`config.mk`:
```
export PLATFORM = sky130hd
export DESIGN_NAME = bcd_mmss_counter_flat
export DESIGN_NICKNAME = d
export VERILOG_FILES = /design/src/rtl/bcd_mmss_counter_if.sv /design/src/rtl/bcd_mmss_counter.sv /design/src/flat_wrapper.sv
export SDC_FILE = /design/constraint.sdc
export NUM_CORES = 1
export LEC_CHECK = 0
export ABC_AREA = 1
export BUFFER_PORTS_ARGS = -buffer_cell sky130_fd_sc_hd__buf_2
export CAP_MARGIN = 20
export CORE_UTILIZATION = 52
export DETAILED_ROUTE_END_ITERATION = 8
export PLACE_DENSITY_LB_ADDON = 0.3
export SLEW_MARGIN = 15
export SYNTH_ARGS = -nofsm -noshare
export SYNTH_HDL_FRONTEND = slang
export SYNTH_SLANG_ARGS = --single-unit
```
`constraint.sdc`:
```
create_clock -name clk -period 2.55 [get_ports clk]
set_input_delay 0.3825 -clock clk [delete_from_list [all_inputs] [get_ports clk]]
set_output_delay 0.3825 -clock clk [all_outputs]
set_load 0.005 [all_outputs]
```
`src/rtl/bcd_mmss_counter_if.sv`:
```
// Control and display bundle between the timer state machine, the mm:ss
// counter core and the VGA painter. The master side drives the gating
// controls and observes the BCD digits; the slave side is the counter core.
interface bcd_mmss_counter_if;
  logic       enable;
  logic       clear;
  logic       forward;
  logic       incrementSeconds;
  logic       incrementMinutes;
  logic [3:0] sUnit;
  logic [3:0] sDecimal;
  logic [3:0] mUnit;
  logic [3:0] mDecimal;
  logic       tick;
  logic       finish;

  modport master (
    output enable, clear, forward, incrementSeconds, incrementMinutes,
    input  sUnit, sDecimal, mUnit, mDecimal, tick, finish
  );

  modport slave (
    input  enable, clear, forward, incrementSeconds, incrementMinutes,
    output sUnit, sDecimal, mUnit, mDecimal, tick, finish
  );
endinterface

```
`src/rtl/bcd_mmss_counter.sv`:
```
// mm:ss BCD timer core. A prescaler divides clk down to a one-second tick;
// each tick moves the four-digit BCD value up or down by one second until
// the terminal count, where a sticky finish flag is raised. In setting mode
// (enable=0) the seconds and minutes can be stepped independently.
module bcd_mmss_counter #(
  parameter int TICK_DIV = 50_000_000,
  parameter int MAX_MIN  = 99
) (
  input logic              clk,
  input logic              reset,
  bcd_mmss_counter_if.slave bus
);

  localparam int              PW       = (TICK_DIV > 2) ? $clog2(TICK_DIV) : 1;
  localparam logic [PW-1:0]   PRE_LAST = PW'(TICK_DIV - 1);
  localparam logic [7:0]      MIN_MAX  = {4'(MAX_MIN / 10), 4'(MAX_MIN % 10)};
  localparam logic [7:0]      SEC_MAX  = 8'h59;

  // Seconds and minutes are each held as {tens, units} BCD pairs.
  logic [7:0]    sec_reg, sec_next;
  logic [7:0]    min_reg, min_next;
  logic [PW-1:0] pre_reg, pre_next;
  logic          tick_reg, tick_next;
  logic          finish_reg, finish_next;
  logic          wrap;

  // Seconds +1, 59 wraps to 00 (carry handled by the caller).
  function automatic logic [7:0] sec_inc(input logic [7:0] s);
    logic [7:0] r;
    r = s;
    if (s[3:0] == 4'd9) begin
      r[3:0] = 4'd0;
      r[7:4] = (s[7:4] == 4'd5) ? 4'd0 : s[7:4] + 4'd1;
    end else begin
      r[3:0] = s[3:0] + 4'd1;
    end
    return r;
  endfunction

  // Seconds -1, 00 wraps to 59 (borrow handled by the caller).
  function automatic logic [7:0] sec_dec(input logic [7:0] s);
    logic [7:0] r;
    r = s;
    if (s[3:0] == 4'd0) begin
      r[3:0] = 4'd9;
      r[7:4] = (s[7:4] == 4'd0) ? 4'd5 : s[7:4] - 4'd1;
    end else begin
      r[3:0] = s[3:0] - 4'd1;
    end
    return r;
  endfunction

  // Minutes +1, MAX_MIN wraps to 00.
  function automatic logic [7:0] min_inc(input logic [7:0] m);
    logic [7:0] r;
    r = m;
    if (m == MIN_MAX) begin
      r = 8'h00;
    end else if (m[3:0] == 4'd9) begin
      r[3:0] = 4'd0;
      r[7:4] = m[7:4] + 4'd1;
    end else begin
      r[3:0] = m[3:0] + 4'd1;
    end
    return r;
  endfunction

  // Minutes -1, 00 wraps to MAX_MIN (never reached from a tick: 00:00 finishes).
  function automatic logic [7:0] min_dec(input logic [7:0] m);
    logic [7:0] r;
    r = m;
    if (m == 8'h00) begin
      r = MIN_MAX;
    end else if (m[3:0] == 4'd0) begin
      r[3:0] = 4'd9;
      r[7:4] = m[7:4] - 4'd1;
    end else begin
      r[3:0] = m[3:0] - 4'd1;
    end
    return r;
  endfunction

  // Next-state: clear beats the tick update, which beats setting-mode pulses
  // (the two cannot coincide since ticks need enable=1 and pulses enable=0).
  always_comb begin
    sec_next    = sec_reg;
    min_next    = min_reg;
    pre_next    = pre_reg;
    tick_next   = 1'b0;
    finish_next = finish_reg;
    wrap        = bus.enable && (pre_reg == PRE_LAST);

    if (bus.clear) begin
      sec_next    = 8'h00;
      min_next    = 8'h00;
      pre_next    = '0;
      finish_next = 1'b0;
    end else begin
      if (bus.enable) begin
        pre_next  = wrap ? '0 : pre_reg + PW'(1);
        tick_next = wrap;
      end

      if (wrap && !finish_reg) begin
        if (bus.forward) begin
          if (sec_reg == SEC_MAX && min_reg == MIN_MAX) begin
            finish_next = 1'b1;
          end else if (sec_reg == SEC_MAX) begin
            sec_next = 8'h00;
            min_next = min_inc(min_reg);
          end else begin
            sec_next = sec_inc(sec_reg);
          end
        end else begin
          if (sec_reg == 8'h00 && min_reg == 8'h00) begin
            finish_next = 1'b1;
          end else begin
            sec_next = sec_dec(sec_reg);
            if (sec_reg == 8'h00) begin
              min_next = min_dec(min_reg);
            end
            // Landing on 00:00 is itself the terminal count.
            if (sec_reg == 8'h01 && min_reg == 8'h00) begin
              finish_next = 1'b1;
            end
          end
        end
      end

      if (!bus.enable) begin
        if (bus.incrementSeconds) begin
          sec_next    = sec_inc(sec_reg);
          finish_next = 1'b0;
        end
        if (bus.incrementMinutes) begin
          min_next    = min_inc(min_reg);
          finish_next = 1'b0;
        end
      end
    end
  end

  // State register with asynchronous active-low reset.
  always_ff @(posedge clk or negedge reset) begin
    if (!reset) begin
      sec_reg    <= 8'h00;
      min_reg    <= 8'h00;
      pre_reg    <= '0;
      tick_reg   <= 1'b0;
      finish_reg <= 1'b0;
    end else begin
      sec_reg    <= sec_next;
      min_reg    <= min_next;
      pre_reg    <= pre_next;
      tick_reg   <= tick_next;
      finish_reg <= finish_next;
    end
  end

  assign bus.sUnit    = sec_reg[3:0];
  assign bus.sDecimal = sec_reg[7:4];
  assign bus.mUnit    = min_reg[3:0];
  assign bus.mDecimal = min_reg[7:4];
  assign bus.tick     = tick_reg;
  assign bus.finish   = finish_reg;

endmodule

```
`src/flat_wrapper.sv`:
```
// flat-port wrapper written by rule: the top's interface ports become plain ports
module bcd_mmss_counter_flat 
#(
  parameter int TICK_DIV = 50_000_000,
  parameter int MAX_MIN  = 99
)
  (clk, reset, bus_enable, bus_clear, bus_forward, bus_incrementSeconds, bus_incrementMinutes, bus_sUnit, bus_sDecimal, bus_mUnit, bus_mDecimal, bus_tick, bus_finish);
  bcd_mmss_counter_if bus_i ();
  input logic clk;
  input logic reset;
  input wire logic [$bits(bus_i.enable)-1:0] bus_enable;
  input wire logic [$bits(bus_i.clear)-1:0] bus_clear;
  input wire logic [$bits(bus_i.forward)-1:0] bus_forward;
  input wire logic [$bits(bus_i.incrementSeconds)-1:0] bus_incrementSeconds;
  input wire logic [$bits(bus_i.incrementMinutes)-1:0] bus_incrementMinutes;
  output wire logic [$bits(bus_i.sUnit)-1:0] bus_sUnit;
  output wire logic [$bits(bus_i.sDecimal)-1:0] bus_sDecimal;
  output wire logic [$bits(bus_i.mUnit)-1:0] bus_mUnit;
  output wire logic [$bits(bus_i.mDecimal)-1:0] bus_mDecimal;
  output wire logic [$bits(bus_i.tick)-1:0] bus_tick;
  output wire logic [$bits(bus_i.finish)-1:0] bus_finish;
  assign bus_i.enable = bus_enable;
  assign bus_i.clear = bus_clear;
  assign bus_i.forward = bus_forward;
  assign bus_i.incrementSeconds = bus_incrementSeconds;
  assign bus_i.incrementMinutes = bus_incrementMinutes;
  assign bus_sUnit = bus_i.sUnit;
  assign bus_sDecimal = bus_i.sDecimal;
  assign bus_mUnit = bus_i.mUnit;
  assign bus_mDecimal = bus_i.mDecimal;
  assign bus_tick = bus_i.tick;
  assign bus_finish = bus_i.finish;
  bcd_mmss_counter #(.TICK_DIV(TICK_DIV), .MAX_MIN(MAX_MIN)) u_core (.clk(clk), .reset(reset), .bus(bus_i));
endmodule
```
==> results of run 1 <==
-- final timing paths --
check                                   start            endpoint  slack, ns  cells after the start
max                         u_core.pre_reg[0]   u_core.sec_reg[7]       0.41                     10
min                                     reset  u_core.pre_reg[25]       0.04                      1
max reg2reg                 u_core.pre_reg[0]   u_core.sec_reg[7]       0.41                     10
min reg2reg                u_core.pre_reg[14]  u_core.pre_reg[14]       0.53                      1
max in group asynchronous               reset   u_core.pre_reg[1]       1.78                      2
min in group clk                   bus_enable   u_core.pre_reg[6]       0.35                      2
-- cells in the mapped netlist (7+ instances only) --
master     n  area share
nand2_1  149        0.15
a21oi_2    8       0.018
nand2_2    7       0.012
xor2_1    10       0.023
nor2_1    56       0.055
a21oi_1   38       0.050
ha_1      14       0.046
nand3_1   49       0.065
nor3_1    17       0.022
nand4_1   12       0.020
nor2_4     7       0.021
o21ai_0   26       0.034
dfrtp_1   44        0.29
inv_1     50       0.050
inv_2     11       0.011
nor2_2     8       0.013
o21ai_1    7      0.0092
-- kinds of logic (layout without fill, tap and decap cells) --
family                     Yosys count  in the layout  share of synthesized area
xor gates and xnor gates            10             10                    0.02312
DFF                                 44             44                     0.2906
and+or+nand+nor                    324            324                     0.4128
adders and majority gates           14             14                    0.04624
buffers and inverters               73             99                    0.07992
AOI/OAI and AO/OA                   95             95                     0.1473
-- cell type report --
cell class,instances,area share
Sequential cell,44,0.2690
Clock inverter,2,0.003669
Multi-Input combinational cell,443,0.5827
Timing Repair Buffer,28,0.03669
Tap cell,96,0.02935
Inverter,63,0.05839
Clock buffer,6,0.02018
-- where the power goes --
part           leakage [µW]  total (µW)  switching (µW)  internal (µW)
registers          0.000609         740            23.9            716
logic               0.00120         298             198            100
clock network     0.0000434         504             284            220
-- per-stage QoR --
| stage | setup slack, ns | cells | utilization | total power (µW) |
|---|---|---|---|---|
| after floorplan | 0.7566 | 560 | - | 963.8 |
| after global placement | 0.5247 | 674 | 0.5784 | 1037 |
| after detailed placement | 0.4481 | 674 | 0.5784 | 1046 |
| after CTS | 0.4358 | 682 | 0.5926 | 1538 |
| after global routing | 0.1792 | 682 | 0.5926 | 1608 |
| final | 0.4074 | 682 | 0.5926 | 1542 |
-- metal layers --
| layer | vias up | wire length [µm] | share of wire | GRT usage |
|---|---|---|---|---|
| met3 | 15 | 589 | 0.059 | 0.03981 |
| met2 | 154 | 4337 | 0.44 | 0.4112 |
| met1 | 1789 | 4891 | 0.49 | 0.3996 |
| met4 | 0 | 144 | 0.014 | 0.07303 |
| li1 | 1904 | - | - | - |
| met5 | - | 0 | 0 | 0 |
==> impl_metrics.json, run 1 <==
{
  "outcome": "finished, final reports clean",
  "layout_common_cells": "149 x nand2_1, 56 x nor2_1, 50 x inv_1, 49 x nand3_1, 44 x dfrtp_1",
  "clock-root-buffer": "clkbuf_8",
  "min_period_over_period": 0.8402,
  "dieHeight_um": 87.36,
  "seq_area_frac_synth": 0.2906,
  "maxSlewHeadroom": 0.6393,
  "whs_ns": 0.03891,
  "synth_edf_count": 0,
  "grt_pass1_wl_um": 16320,
  "required_ns": 2.76,
  "cp_cell_sequence": "ha_1 > nand2_1 > nor2_1 > nand2_1 > nor2_2 > nand4_2 > o21ai_0 > o21ai_0 > nand2_1 > nor2_1",
  "num_vias": 3862,
  "cp-end-kind": "flop",
  "tritoncts": "yes",
  "io_pins": 25,
  "crit_family": "simple AND/OR/NAND/NOR gates",
  "postSynthNetCount": 581,
  "clock_skew_ns": 0.009700,
  "hold_class": "in -> async",
  "vias_per_cell": 5.663,
  "grt_max_degree": 25,
  "final_common_cell": "nand2_1",
  "path_common_cell": "nand2_1",
  "worstMarginPinSlew_ns": 0.5410,
  "drive_above_1_share": 0.1621,
  "grt_overflow": 0,
  "area_delta_synth_final_pct": 8.025,
  "rows": 30,
  "synth_area_per_cell_um2": 6.765,
  "clock_sinks": 44,
  "grt_use_total": 0.2714,
  "nets": 606,
  "critPathMaxFanout": 12,
  "antenna_cells": 0,
  "async_flop_share": 1.000,
  "crit_buf_inv": 0,
  "h-tree-depth": 2,
  "period_minus_slack_ns": 2.143,
  "ff_latch_area_um2": 1101,
  "first_pass_iters": 5,
  "cts-resized-gates": 0,
  "antenna_left": 0,
  "cts_buffer_depth": 2,
  "max_freq_mhz": 466.7,
  "rsz0062_at_grt": "false",
  "slowest_stage": "dfrtp_1",
  "wire_per_inst_um": 14.61,
  "hold_viol_final": 0,
  "drv_slew": 0,
  "cap_violations": 0,
  "die_area_um2": 7631,
  "peakVddDrop_uv": 179.7,
  "ys_dominant_reg_cell": "dfrtp_1",
  "worst_setup_path_start_kind": "flop",
  "multi_input_area_um2": 2385,
  "setup_tns_ns": 0,
  "finalSetupViolCount": 0,
  "gp_congestion": 0.9231,
  "power.density_nw_per_um2": 376.8,
  "io_buffers": 24,
  "crit_type": "reg -> reg",
  "ys_types": 40,
  "first_global_vias": 3447,
  "drcViolationCount": 0,
  "postSynthCellCount": 560,
  "place_area_um2": 3995,
  "design_area_um2": 4093,
  "core_um2": 6907,
  "post-cts-setup-buffers": 0,
  "totalWireLength_um": 9963,
  "drtIter0Drc": 333,
  "postCtsHoldBufs": 0,
  "hpwl_um": 7375,
  "fill_cells": 693,
  "clk_pin_slew_ns": 0.10,
  "grt_antenna_before_repair": 0,
  "cts_buffers": 5,
  "ys_ff_latch": 44,
  "max_stage_delay_ns": 0.40,
  "clkLatencyLatePin_ns": 0.31,
  "crit_arrival_ns": 2.35,
  "largest_register_ffs": 26,
  "netlist_area_um2": 3789,
  "leakagePower_uw": 0.001850,
  "yosysWarnings": 0,
  "die_w_um": 87.36,
  "initial_core_util": 0.5486
}
Power figures use the tool's default switching activity.
==> run 2: changes to the inputs <==
--- a/config.mk
+++ b/config.mk
@@ -5,7 +5,7 @@
 export SDC_FILE = /design/constraint.sdc
 export NUM_CORES = 1
 export LEC_CHECK = 0
-export ABC_AREA = 1
+export ABC_AREA = 0
 export BUFFER_PORTS_ARGS = -buffer_cell sky130_fd_sc_hd__buf_2
 export CAP_MARGIN = 20
 export CORE_UTILIZATION = 52
==> constraint.sdc (replaced) <==
create_clock -name clk -period 1.8 [get_ports clk]
set_input_delay 0.27 -clock clk [delete_from_list [all_inputs] [get_ports clk]]
set_output_delay 0.27 -clock clk [all_outputs]
set_load 0.005 [all_outputs]
==> run 2 against run 1 <==
First-iteration DRC count is 35% higher. Synthesized area decreased by 7.1%. Non-clock buffer count rose by 139. Register-to-register slack lost 0.90 ns. The run now ends with design-rule violations, negative setup slack left. Clock skew is 0.0019 ns lower. Largest power group unchanged. Critical path depth decreased by 2. Largest cell class unchanged. Hold slack improved by 0.38 ns.
==> impl_metrics.json, run 2 <==
{
  "outcome": "complete, but fails checks",
  "violations": "design-rule violations, negative setup slack",
  "grt_max_degree": 24,
  "first_global_vias": 3865,
  "top_layer_used": "met4",
  "cap_violations": 0,
  "peakVddDrop_uv": 470.9,
  "crit_type": "reg -> reg",
  "place.detailed.instances": 589,
  "antenna_left": 0,
  "synth_area_per_cell_um2": 8.730,
  "initial_core_util": 0.5478,
  "leakagePower_uw": 0.002352,
  "grt_use_total": 0.3283,
  "ys_dominant_reg_cell": "dfrtp_1",
  "min_period_over_period": 1.273,
  "worst_slack_ns": -0.4917,
  "yosysWarnings": 0,
  "ys_top_cells_by_count": "44 x dfrtp_1, 42 x nor2_1, 28 x nand2_1",
  "ff_latch_area_um2": 1106,
  "ff2ff_setup_slack_ns": -0.49,
  "tritoncts": "yes",
  "drive_above_1_share": 0.4819,
  "hold_viol_final": 0,
  "io_pins": 25,
  "worst_setup_path_start_kind": "flop",
  "postSynthCellCount": 403,
  "dieHeight_um": 84.26,
  "first_pass_iters": 7,
  "cts_buffer_depth": 2,
  "place_area_um2": 4537,
  "die_area_um2": 7099,
  "period_minus_slack_ns": 2.292,
  "netlist_area_um2": 3518,
  "power.density_nw_per_um2": 532.2,
  "grt_overflow": 0,
  "wl_met1_um": 4911,
  "rows": 29,
  "drcViolationCount": 4,
  "totalWireLength_um": 13610,
  "vias_per_cell": 6.655,
  "rsz0062_at_grt": "true",
  "crit_start": "u_core.min_reg[5]",
  "nets": 572,
  "route.met3.wl_um": 1162,
  "layout_common_cells": "114 x buf_4, 42 x nor2_1, 40 x dfrtp_1, 24 x buf_2, 24 x buf_6",
  "ys_types": 76,
  "drtIter0Drc": 450,
  "clk_pin_slew_ns": 0.10,
  "clkLatencyLatePin_ns": 0.31,
  "cp-end-kind": "flop",
  "power_uw": 2875,
  "drv_slew": 0,
  "worstMarginPinSlew_ns": 0.6238,
  "yosysTopAreaCellShare": 0.3129,
  "multi_input_area_um2": 2679,
  "worstSetupEndpoint": "u_core.sec_reg[6]",
  "hpwl_um": 7587,
  "r2r-start": "u_core.min_reg[5]",
  "grt_pass1_wl_um": 18620,
  "netlist_top_cells_area": "dfrtp_1 31%, ha_1 5.0%, nor2_1 4.5%",
  "die_w_um": 84.26,
  "h-tree-depth": 2,
  "fill_cells": 356,
  "design_area_um2": 5401,
  "postSynthNetCount": 424,
  "worstRegToRegCells": 8,
  "async_flop_share": 1.000,
  "synth_top_area_cell": "dfrtp_1",
  "largest_register_ffs": 26,
  "timing.rr.end": "u_core.sec_reg[6]",
  "grt_antenna_before_repair": 0,
  "cts_buffers": 5,
  "ys_ff_latch": 44,
  "critPathMaxFanout": 4,
  "hold_class": "in -> reg",
  "final_cells": 629,
  "num_vias": 4186,
  "finalSetupViolCount": 19,
  "max_freq_mhz": 436.3,
  "area_delta_synth_final_pct": 53.52,
  "core_um2": 6422,
  "maxSlewHeadroom": 0.5841,
  "utilization": 0.8410,
  "wl_met2_um": 6692,
  "io_buffers": 24,
  "synth_edf_count": 0,
  "clock-root-buffer": "clkbuf_8",
  "final_common_cell": "buf_4",
  "antenna_cells": 0,
  "crit_arrival_ns": 2.47,
  "required_ns": 1.97,
  "seq_area_frac_synth": 0.3129,
  "clock_skew_ns": 0.007847,
  "clock_sinks": 44,
  "gp_congestion": 0.9655,
  "wire_per_inst_um": 21.63,
  "synth_most_common_cell": "dfrtp_1"
}
-- run 2: changes by cell type in the layout (fill, tap and decap cells not counted), moves of 24 or more --
cell / change
a21oi_1: -24
inv_1: -40
nand2_1: -126
buf_6: +24
nand3_1: -28
buf_4: +110
-- run 2: metrics by stage --
| stage | hold slack, ns | worst slack [ns] | setup TNS, ns |
|---|---|---|---|
| after global placement | 0.2995 | -0.3554 | -3.529 |
| after floorplan | -0.02559 | -0.2972 | -2.535 |
| after global routing | 0.4393 | -0.5417 | -7.020 |
| final | 0.4203 | -0.4917 | -5.626 |
| after detailed placement | 0.3088 | -0.3797 | -4.341 |
| after CTS | 0.3618 | -0.2828 | -3.086 |
-- run 2: how the worst min path moves through the flow --
stage                     startpoint                  to  slack, ns  depth (start not counted)
after global placement         reset   u_core.sec_reg[4]       0.30                          1
after detailed placement       reset   u_core.sec_reg[5]       0.31                          1
final                      bus_clear   u_core.min_reg[5]       0.42                          3
after CTS                  bus_clear   u_core.min_reg[5]       0.36                          3
after global routing       bus_clear  u_core.pre_reg[15]       0.44                          3
after floorplan                reset   u_core.bus.finish      -0.03                          0
-- run 2: timing repair --
| item | CTS | global route |
|---|---|---|
| endpoints found under the setup margin | 17 | 41 |
| gates resized for setup | 46 | 52 |
| gates cloned | 0 | 1 |
| endpoints found under the hold margin | 21 | 0 |
| hold buffers | 1 | 0 |
| pin swaps | 25 | 30 |
| setup buffers | 11 | 22 |
-- run 2: layout make-up --
| class | count | area share |
|---|---|---|
| Clock buffer | 5 | 0.01274 |
| Clock inverter | 3 | 0.008571 |
| Inverter | 17 | 0.01181 |
| Multi-Input combinational cell | 316 | 0.4959 |
| Sequential cell | 44 | 0.2048 |
| Tap cell | 77 | 0.01784 |
| Timing Repair Buffer | 167 | 0.2483 |
-- run 2: power by group --
group	internal, µW	switching, µW	total [µW]	leakage (µW)
Sequential	1010	21.4	1030	0.000601
Clock	419	408	827	0.0000548
Combinational	479	536	1020	0.00170
-- run 2: cell families (layout without fill, tap and decap cells) --
| group | Yosys count | count (layout) | synth area share |
|---|---|---|---|
| and+or+nand+nor | 184 | 184 | 0.3154 |
| AOI/OAI and AO/OA | 85 | 85 | 0.1725 |
| muxes | 6 | 6 | 0.01778 |
| xor gates and xnor gates | 27 | 27 | 0.06721 |
| buffers and inverters | 43 | 192 | 0.06436 |
| adders and majority gates | 14 | 14 | 0.04979 |
| DFF | 44 | 44 | 0.3129 |
-- run 2: critical path, cell delays in order, from the launching register on --
cell and delay (ns):
dfrtp_1 0.40, inv_2 0.07, buf_6 0.10, ha_4 0.11, nand3b_1 0.23, o41a_1 0.49, nand4_1 0.25, a22oi_2 0.14
a2111oi_2 0.35
-- run 2: per-layer routing --
layer | vias to the layer above | track usage
li1 | 1788 | -
met1 | 2012 | 0.4014
met2 | 295 | 0.5618
met3 | 91 | 0.05310
met4 | 0 | 0.1661
met5 | - | 0
